File: src/rtl/csr_access_unit_pkg.sv
// Shared definitions for the CSR access unit: FSM states, Zicsr funct3 codes
// and funct3 classification helpers.
package csr_access_unit_pkg;

  localparam int MXLEN = 32;

  localparam logic [1:0] CSR_RO_PREFIX = 2'b11;

  localparam logic [2:0] INST_CSRRW  = 3'b001;
  localparam logic [2:0] INST_CSRRS  = 3'b010;
  localparam logic [2:0] INST_CSRRC  = 3'b011;
  localparam logic [2:0] INST_CSRRWI = 3'b101;
  localparam logic [2:0] INST_CSRRSI = 3'b110;
  localparam logic [2:0] INST_CSRRCI = 3'b111;

  typedef enum logic [2:0] {
    ST_IDLE = 3'd0,
    ST_RD   = 3'd1,
    ST_WR   = 3'd2,
    ST_WB   = 3'd3,
    ST_ERR  = 3'd4
  } state_t;

  // 000 and 100 are the only unassigned codes in the Zicsr funct3 space.
  function automatic logic f3_legal(input logic [2:0] f3);
    return f3[1:0] != 2'b00;
  endfunction

  function automatic logic f3_is_rw(input logic [2:0] f3);
    return f3[1:0] == 2'b01;
  endfunction

  function automatic logic f3_is_imm(input logic [2:0] f3);
    return f3[2];
  endfunction

endpackage

File: src/rtl/csr_access_unit_if.sv
// Instruction handshake plus CSR bus of the access unit. The slave modport is
// the access unit itself; the master modport is its environment (decode + CSR file).
interface csr_access_unit_if #(
  parameter int XLEN = 32
);
  logic            i_valid;
  logic            o_ready;
  logic [2:0]      i_funct3;
  logic [11:0]     i_csr_addr;
  logic [4:0]      i_rs1_addr_uimm;
  logic [4:0]      i_rd_addr;
  logic [XLEN-1:0] i_rs1_data;
  logic            o_csr_req;
  logic            o_csr_we;
  logic [11:0]     o_csr_addr;
  logic [XLEN-1:0] o_csr_wdata;
  logic            i_csr_ack;
  logic [XLEN-1:0] i_csr_rdata;
  logic            i_csr_err;
  logic            o_rd_we;
  logic [4:0]      o_rd_addr;
  logic [XLEN-1:0] o_rd_data;
  logic            o_illegal;

  modport slave (
    input  i_valid, i_funct3, i_csr_addr, i_rs1_addr_uimm, i_rd_addr, i_rs1_data,
    input  i_csr_ack, i_csr_rdata, i_csr_err,
    output o_ready, o_csr_req, o_csr_we, o_csr_addr, o_csr_wdata,
    output o_rd_we, o_rd_addr, o_rd_data, o_illegal
  );

  modport master (
    output i_valid, i_funct3, i_csr_addr, i_rs1_addr_uimm, i_rd_addr, i_rs1_data,
    output i_csr_ack, i_csr_rdata, i_csr_err,
    input  o_ready, o_csr_req, o_csr_we, o_csr_addr, o_csr_wdata,
    input  o_rd_we, o_rd_addr, o_rd_data, o_illegal
  );
endinterface

File: src/rtl/csr_access_unit.sv
// Zicsr execute-stage initiator: read-modify-write on the CSR bus, old value to rd.
// Optional bus timeout enabled by defining CSR_TIMEOUT_EN.
module csr_access_unit
  import csr_access_unit_pkg::*;
#(
  parameter int XLEN           = MXLEN,
  parameter int TIMEOUT_CYCLES = 16
) (
  input logic               i_clk,
  input logic               i_nrst,
  csr_access_unit_if.slave  bus
);

  state_t          r_state;
  logic [2:0]      r_funct3;
  logic [4:0]      r_rd;
  logic [XLEN-1:0] r_src;
  logic [XLEN-1:0] r_old;
  logic            r_wr_need;
  logic            r_rd_done;

  logic            r_ready;
  logic            r_csr_req;
  logic            r_csr_we;
  logic [11:0]     r_csr_addr;
  logic [XLEN-1:0] r_csr_wdata;
  logic            r_rd_we;
  logic [4:0]      r_rd_addr;
  logic [XLEN-1:0] r_rd_data;
  logic            r_illegal;

  logic            w_xfer;
  logic            w_wr_skip;
  logic            w_rd_skip;
  logic            w_ro_viol;
  logic [XLEN-1:0] w_src;
  logic            w_timeout;

  function automatic logic [XLEN-1:0] f_wdata(input logic [2:0]      f3,
                                              input logic [XLEN-1:0] old,
                                              input logic [XLEN-1:0] s);
    case (f3[1:0])
      2'b10:   return old | s;
      2'b11:   return old & ~s;
      default: return s;
    endcase
  endfunction

  assign w_xfer    = bus.i_valid & r_ready;
  // Skip decisions look at the rs1/uimm and rd fields, never at register data.
  assign w_wr_skip = !f3_is_rw(bus.i_funct3) && (bus.i_rs1_addr_uimm == 5'd0);
  assign w_rd_skip = f3_is_rw(bus.i_funct3) && (bus.i_rd_addr == 5'd0);
  assign w_ro_viol = (bus.i_csr_addr[11:10] == CSR_RO_PREFIX) && !w_wr_skip;
  assign w_src     = f3_is_imm(bus.i_funct3) ? {{(XLEN-5){1'b0}}, bus.i_rs1_addr_uimm}
                                             : bus.i_rs1_data;

`ifdef CSR_TIMEOUT_EN
  localparam int CNT_W = $clog2(TIMEOUT_CYCLES + 1);
  logic [CNT_W-1:0] r_tmo_cnt;
  logic             w_bus_busy;

  assign w_bus_busy = (r_state == ST_RD) || (r_state == ST_WR);
  assign w_timeout  = w_bus_busy && !bus.i_csr_ack &&
                      (r_tmo_cnt == CNT_W'(TIMEOUT_CYCLES - 1));

  // An ack moves RD->WR or leaves the bus, so clearing on ack covers entry to WR.
  always_ff @(posedge i_clk or negedge i_nrst) begin
    if (!i_nrst) begin
      r_tmo_cnt <= '0;
    end else if (!w_bus_busy || bus.i_csr_ack) begin
      r_tmo_cnt <= '0;
    end else begin
      r_tmo_cnt <= r_tmo_cnt + CNT_W'(1);
    end
  end
`else
  // No counter in this build; the bus wait is unbounded.
  assign w_timeout = (TIMEOUT_CYCLES < 0);
`endif

  always_ff @(posedge i_clk or negedge i_nrst) begin
    if (!i_nrst) begin
      r_state     <= ST_IDLE;
      r_funct3    <= '0;
      r_rd        <= '0;
      r_src       <= '0;
      r_old       <= '0;
      r_wr_need   <= 1'b0;
      r_rd_done   <= 1'b0;
      r_ready     <= 1'b1;
      r_csr_req   <= 1'b0;
      r_csr_we    <= 1'b0;
      r_csr_addr  <= '0;
      r_csr_wdata <= '0;
      r_rd_we     <= 1'b0;
      r_rd_addr   <= '0;
      r_rd_data   <= '0;
      r_illegal   <= 1'b0;
    end else begin
      r_rd_we   <= 1'b0;
      r_illegal <= 1'b0;
      case (r_state)
        ST_IDLE: begin
          if (w_xfer) begin
            r_funct3   <= bus.i_funct3;
            r_rd       <= bus.i_rd_addr;
            r_src      <= w_src;
            r_old      <= '0;
            r_wr_need  <= !w_wr_skip;
            r_rd_done  <= 1'b0;
            r_ready    <= 1'b0;
            if (!f3_legal(bus.i_funct3) || w_ro_viol) begin
              r_state   <= ST_ERR;
              r_illegal <= 1'b1;
            end else begin
              r_csr_req  <= 1'b1;
              r_csr_addr <= bus.i_csr_addr;
              if (w_rd_skip) begin
                r_state     <= ST_WR;
                r_csr_we    <= 1'b1;
                r_csr_wdata <= w_src;
              end else begin
                r_state     <= ST_RD;
                r_csr_we    <= 1'b0;
                r_csr_wdata <= '0;
              end
            end
          end
        end

        ST_RD: begin
          if (bus.i_csr_ack) begin
            r_old     <= bus.i_csr_rdata;
            r_rd_done <= 1'b1;
            if (bus.i_csr_err) begin
              r_state    <= ST_ERR;
              r_illegal  <= 1'b1;
              r_csr_req  <= 1'b0;
              r_csr_addr <= '0;
            end else if (r_wr_need) begin
              r_state     <= ST_WR;
              r_csr_we    <= 1'b1;
              r_csr_wdata <= f_wdata(r_funct3, bus.i_csr_rdata, r_src);
            end else begin
              r_state    <= ST_WB;
              r_csr_req  <= 1'b0;
              r_csr_addr <= '0;
              r_rd_we    <= (r_rd != 5'd0);
              r_rd_addr  <= r_rd;
              r_rd_data  <= bus.i_csr_rdata;
            end
          end else if (w_timeout) begin
            r_state    <= ST_ERR;
            r_illegal  <= 1'b1;
            r_csr_req  <= 1'b0;
            r_csr_addr <= '0;
          end
        end

        ST_WR: begin
          if (bus.i_csr_ack || w_timeout) begin
            r_csr_req   <= 1'b0;
            r_csr_we    <= 1'b0;
            r_csr_addr  <= '0;
            r_csr_wdata <= '0;
            if (!bus.i_csr_ack || bus.i_csr_err) begin
              r_state   <= ST_ERR;
              r_illegal <= 1'b1;
            end else begin
              r_state   <= ST_WB;
              r_rd_we   <= r_rd_done && (r_rd != 5'd0);
              r_rd_addr <= r_rd;
              r_rd_data <= r_old;
            end
          end
        end

        ST_WB: begin
          r_state   <= ST_IDLE;
          r_ready   <= 1'b1;
          r_rd_addr <= '0;
          r_rd_data <= '0;
        end

        default: begin
          r_state <= ST_IDLE;
          r_ready <= 1'b1;
        end
      endcase
    end
  end

  assign bus.o_ready     = r_ready;
  assign bus.o_csr_req   = r_csr_req;
  assign bus.o_csr_we    = r_csr_we;
  assign bus.o_csr_addr  = r_csr_addr;
  assign bus.o_csr_wdata = r_csr_wdata;
  assign bus.o_rd_we     = r_rd_we;
  assign bus.o_rd_addr   = r_rd_addr;
  assign bus.o_rd_data   = r_rd_data;
  assign bus.o_illegal   = r_illegal;

endmodule
File: src/flat_wrapper.sv
// flat-port wrapper written by rule: the top's interface ports become plain ports
module csr_access_unit_flat import csr_access_unit_pkg::*;
#(
  parameter int XLEN           = MXLEN,
  parameter int TIMEOUT_CYCLES = 16
)
  (i_clk, i_nrst, bus_i_valid, bus_i_funct3, bus_i_csr_addr, bus_i_rs1_addr_uimm, bus_i_rd_addr, bus_i_rs1_data, bus_i_csr_ack, bus_i_csr_rdata, bus_i_csr_err, bus_o_ready, bus_o_csr_req, bus_o_csr_we, bus_o_csr_addr, bus_o_csr_wdata, bus_o_rd_we, bus_o_rd_addr, bus_o_rd_data, bus_o_illegal);
  csr_access_unit_if #(.XLEN(XLEN)) bus_i ();
  input logic i_clk;
  input logic i_nrst;
  input wire logic [$bits(bus_i.i_valid)-1:0] bus_i_valid;
  input wire logic [$bits(bus_i.i_funct3)-1:0] bus_i_funct3;
  input wire logic [$bits(bus_i.i_csr_addr)-1:0] bus_i_csr_addr;
  input wire logic [$bits(bus_i.i_rs1_addr_uimm)-1:0] bus_i_rs1_addr_uimm;
  input wire logic [$bits(bus_i.i_rd_addr)-1:0] bus_i_rd_addr;
  input wire logic [$bits(bus_i.i_rs1_data)-1:0] bus_i_rs1_data;
  input wire logic [$bits(bus_i.i_csr_ack)-1:0] bus_i_csr_ack;
  input wire logic [$bits(bus_i.i_csr_rdata)-1:0] bus_i_csr_rdata;
  input wire logic [$bits(bus_i.i_csr_err)-1:0] bus_i_csr_err;
  output wire logic [$bits(bus_i.o_ready)-1:0] bus_o_ready;
  output wire logic [$bits(bus_i.o_csr_req)-1:0] bus_o_csr_req;
  output wire logic [$bits(bus_i.o_csr_we)-1:0] bus_o_csr_we;
  output wire logic [$bits(bus_i.o_csr_addr)-1:0] bus_o_csr_addr;
  output wire logic [$bits(bus_i.o_csr_wdata)-1:0] bus_o_csr_wdata;
  output wire logic [$bits(bus_i.o_rd_we)-1:0] bus_o_rd_we;
  output wire logic [$bits(bus_i.o_rd_addr)-1:0] bus_o_rd_addr;
  output wire logic [$bits(bus_i.o_rd_data)-1:0] bus_o_rd_data;
  output wire logic [$bits(bus_i.o_illegal)-1:0] bus_o_illegal;
  assign bus_i.i_valid = bus_i_valid;
  assign bus_i.i_funct3 = bus_i_funct3;
  assign bus_i.i_csr_addr = bus_i_csr_addr;
  assign bus_i.i_rs1_addr_uimm = bus_i_rs1_addr_uimm;
  assign bus_i.i_rd_addr = bus_i_rd_addr;
  assign bus_i.i_rs1_data = bus_i_rs1_data;
  assign bus_i.i_csr_ack = bus_i_csr_ack;
  assign bus_i.i_csr_rdata = bus_i_csr_rdata;
  assign bus_i.i_csr_err = bus_i_csr_err;
  assign bus_o_ready = bus_i.o_ready;
  assign bus_o_csr_req = bus_i.o_csr_req;
  assign bus_o_csr_we = bus_i.o_csr_we;
  assign bus_o_csr_addr = bus_i.o_csr_addr;
  assign bus_o_csr_wdata = bus_i.o_csr_wdata;
  assign bus_o_rd_we = bus_i.o_rd_we;
  assign bus_o_rd_addr = bus_i.o_rd_addr;
  assign bus_o_rd_data = bus_i.o_rd_data;
  assign bus_o_illegal = bus_i.o_illegal;
  csr_access_unit #(.XLEN(XLEN), .TIMEOUT_CYCLES(TIMEOUT_CYCLES)) u_core (.i_clk(i_clk), .i_nrst(i_nrst), .bus(bus_i));
endmodule
File: config.mk
export PLATFORM = sky130hd
export DESIGN_NAME = csr_access_unit_flat
export DESIGN_NICKNAME = d
export VERILOG_FILES = /design/src/rtl/csr_access_unit_pkg.sv /design/src/rtl/csr_access_unit_if.sv /design/src/rtl/csr_access_unit.sv /design/src/flat_wrapper.sv
export SDC_FILE = /design/constraint.sdc
export NUM_CORES = 1
export LEC_CHECK = 0
export ABC_CLOCK_PERIOD_IN_PS = 4540
export CORE_MARGIN = 2
export CORE_UTILIZATION = 45
export DETAILED_ROUTE_END_ITERATION = 10
export DONT_BUFFER_PORTS = 1
export GPL_ROUTABILITY_DRIVEN = 0
export PLACE_DENSITY = 0.7
export SLEW_MARGIN = 20
export SYNTH_ARGS = -nofsm -noshare
export SYNTH_HDL_FRONTEND = slang
export SYNTH_SLANG_ARGS = --single-unit
File: constraint.sdc
create_clock -name i_clk -period 4.54 [get_ports i_clk]
set_clock_uncertainty 0.15 [all_clocks]
set_input_delay 0.454 -clock i_clk [delete_from_list [all_inputs] [get_ports i_clk]]
set_output_delay 0.454 -clock i_clk [all_outputs]
set_load 0.005 [all_outputs]
==> summary by stage <==
Floorplan
The number of core rows is 47. For this configuration, the core starts out at a cell density of 45.6%. The number of ports placed on the die boundary is 180. The die covers 17,700 µm². The core region is 16,500 µm². The width of the die is 133 µm. The floorplan step set the die height to 133 µm.

Setup path
Tracing the worst setup path back leads to its startpoint at u_core.r_state[0]. The worst register-to-register path begins at u_core.r_state[0]. The delay contributed by the slowest stage of the critical path is 0.73 ns. The critical path's slowest cell is dfrtp_2.

Counting both buffers and inverters, the worst setup path holds a total of 1. The maximum fanout along the worst path is 46. On the critical path the largest part of the delay comes from simple AND/OR/NAND/NOR gates. The category of the most critical setup path is flip-flop to flip-flop.

The required arrival time at the worst endpoint is 4.70 ns. The startpoint class of the critical path is a flip-flop. STA puts the critical path data arrival time at 3.43 ns. STA classifies the critical path endpoint as a flip-flop. The critical path goes through nand3b_1 > a221o_1 > nor3_4 > buf_4 > mux2_2.

STA
The number of pins exceeding their max-slew limit in the final report was 0. Across all hold checks on the routed design, the worst slack comes to 0.0202 ns. For the pin with the worst max-slew slack, the measured transition is 0.920 ns. Setup repair after global routing left no endpoint under its margin.

Dividing the final minimum period by the clock period gives 72.1%. The headroom to the max-slew limit is 38.7%. The slack of the critical path is 1.27 ns. The fmax is 306 MHz.

The routed design could run at a clock period as short as 3.27 ns. The count of final hold-check violations is 0. Setup violations remaining at the end of the flow were counted as 0. The accumulated negative setup slack is 0 ns.

Clock network
The clock-pin transition on the worst setup and hold timing paths is 0.06 ns. The clock root buffer is clkbuf_16. The sink count of the clock tree is 162. The number of clock buffers inserted by TritonCTS is 17. The post-CTS repair timing setup buffer count is 0. Clock latency on the worst-skew pair, taken at its later pin, is 0.42 ns. Counting along the longest clock path gives a buffer depth of 2. The H-tree depth is 4. TritonCTS built the clock tree.

Final layout
The commonest non-fill, non-tap cell in the layout is dfrtp_1. The final instance count without filler cells is 986. Cells with a size suffix above 1 make up 11.6% of the layout.

The top cell types in the final layout, fill and taps aside, are 160 x dfrtp_1, 103 x nand2_1, 100 x a21oi_1, 71 x nor2_1, 42 x o21ai_0. 0 antenna diodes ended up in the layout. The number of nets in the finished design is 847. The area growth from synthesis to layout is 11.3%.

Power
Overall power consumption after layout is estimated at 3980 µW. In this run the power spent charging and discharging nets is 1070 µW. Combinational logic is responsible for 12.5% of the overall power. Net switching is 26.9% of the power.

In this run the power density over the cells is 476 nW/µm². The reported leakage power is 0.00377 µW. Per report_power, the sequential group accounts for 50.3% of the total. Per report_power, the clock group accounts for 37.2% of the total. The internal power is 2910 µW. The highest ir drop seen on vdd is 0.271 mV.

Logic synthesis
Counting flops and latches in the post-synthesis netlist gives 162. Counting flops with an async set or reset pin after synthesis yields a share of 100%. In this run the mean area of a mapped cell was 9.69 µm². By area the synthesized netlist is led by dfrtp_1 54%, a21oi_1 6.7%, nand2_1 5.1%, mux2_2 4.8%, a22o_1 3.7%. The number of nets in the synthesized netlist is 869. The number of distinct library cell variants in the gate-level netlist after synthesis is 38. The flip-flop cell with the highest count after synthesis is dfrtp_1. Sequential cells were found to cover 54.0% of the synthesized design area.

Counting every instance in the synthesized netlist gives 775. The largest area contributor in the netlist is dfrtp_1. In this run the biggest area consumer among cell types represents 53.6% of the synthesized area. The synthesized design contains 0 enable-type register cells. The netlist area before placement is 7510 µm².

The Yosys step of the flow raised 0 warnings.

Drt
The post-detailed-route wirelength per cell is 19.2 µm. The final wirelength is 18,900 µm. The detailed router placed 5,526 vias in this run. The first detailed-routing pass ran for 4 iterations. The detailed router's first-iteration violation count is 324. The final routed DRC violation total is 0. After detailed routing, the number of vias per cell comes to 5.60. The post-route antenna net violation count is 0.

Worst hold path
The path class of the tightest hold or removal check is input port to flip-flop. The critical hold path startpoint is bus_i_csr_rdata[25].

Placement
The setup slack at placement is 1.20 ns. After detailed placement, the design holds a cell count of 943. The number of buffers inserted by port buffering is 0. The HPWL reported at the end of detailed placement is 11,900 µm.

Global routing
In this run the most used layer during global routing was met2. The combined global-route utilization of all metal layers is 22.1%. Entering global routing, the biggest net connects 163 pins. The met1 capacity usage during global routing is 29.2%. Global routing consumed, on the met3 layer, 8.07% of the routing resources. The global-route wire length before repair is 30,700 µm.

The met2 capacity usage during global routing is 34.1%. Global routing finished with a remaining overflow of 0. The number of global-route vias before repair is 5,557. The initial antenna violation count is 0.

Job
Max-cap violations in this run came to 0.

Outcome
The run finished with clean final reports.
==> state kept, by name, indices dropped and copies added (netlist names) <==
name                    count
u_core.bus.o_illegal        1
u_core.r_funct3             2
u_core.r_old               32
u_core.bus.o_csr_wdata     32
u_core.r_wr_need            1
u_core.r_state              3
u_core.bus.o_rd_data       32
u_core.bus.o_csr_we         1
u_core.bus.o_csr_req        1
u_core.bus.o_rd_we          1
u_core.r_rd_done            1
u_core.r_src               32
u_core.bus.o_rd_addr        5
u_core.bus.o_ready          1
u_core.r_rd                 5
u_core.bus.o_csr_addr      12
==> power groups by stage <==
stage	clock, µW	sequential (µW)	combinational, µW
3_5_place_dp	0	2020	463
5_1_grt	1590	2040	585
6_report	1480	2000	498
2_1_floorplan	0	1950	407
4_1_cts	1510	2000	506
3_3_place_gp	0	2010	446
==> path summary, 6_finish.rpt <==
path	to	slack, ns	cells after the start
setup / recovery	u_core.bus.o_csr_wdata[25]	1.27	5
hold / removal	u_core.r_old[25]	0.02	1
setup reg to reg	u_core.bus.o_csr_wdata[25]	1.27	5
hold reg to reg	u_core.r_funct3[0]	0.33	2
max in group asynchronous	u_core.r_state[0]	3.07	2
min in group asynchronous	u_core.bus.o_rd_data[5]	0.58	2
==> synth_stat cells, types with 19 or more instances <==
master,instances
nor2_1,72
a22o_1,32
inv_1,19
clkbuf_1,50
mux2_2,32
o21ai_0,42
o22ai_1,35
a21oi_1,101
nand2b_1,32
nand2_1,103
nor3b_1,33
dfrtp_1,161
==> logic make-up (layout without fill, tap and decap cells) <==
| group | Yosys count | count (layout) | share of synthesized area, % |
|---|---|---|---|
| flip-flops | 162 | 162 | 54.0 |
| AO/OA/AOI/OAI | 218 | 218 | 17.4 |
| multiplexers | 49 | 49 | 7.06 |
| buffers and inverters | 80 | 71 | 4.45 |
| XOR/XNOR | 1 | 1 | 0.117 |
| AND/OR/NAND/NOR | 265 | 265 | 17.0 |
==> worst reg2reg max path: cells and delay by family (launching register included) <==
family          cells  cell delay [ns]
buf+inv             1             0.39
compound gates      1             0.44
flops               1             0.73
simple gates        2             1.07
mux                 1             0.38
==> metrics by stage <==
step | utilization [%] | instance area, µm²
CTS | 50.7 | 8350
detailed placement | 46.3 | 7620
floorplan | - | 7510
global route | 50.8 | 8360
global placement | 46.3 | 7620
finish | 50.8 | 8360
==> per-layer routing <==
layer | part of all wire [%] | wire, µm
met1 | 44 | 8300
met2 | 46 | 8700
met3 | 8.6 | 1630
met4 | 1.6 | 303
met5 | 0 | 0
==> what timing repair did <==
item,CTS,global route
endpoints found under the hold margin,170,1
hold buffers,10,1
gates resized for setup,0,0
==> cell type report <==
cell class | count | area (µm²)
multi-input combinational | 533 | 3150
sequential | 162 | 4060
timing repair buffer | 20 | 195
tap | 220 | 275
clock inverter | 12 | 156
fill | 1519 | 8100
clock buffer | 20 | 457
inverter | 19 | 71.3
Power figures use the tool's default switching activity.
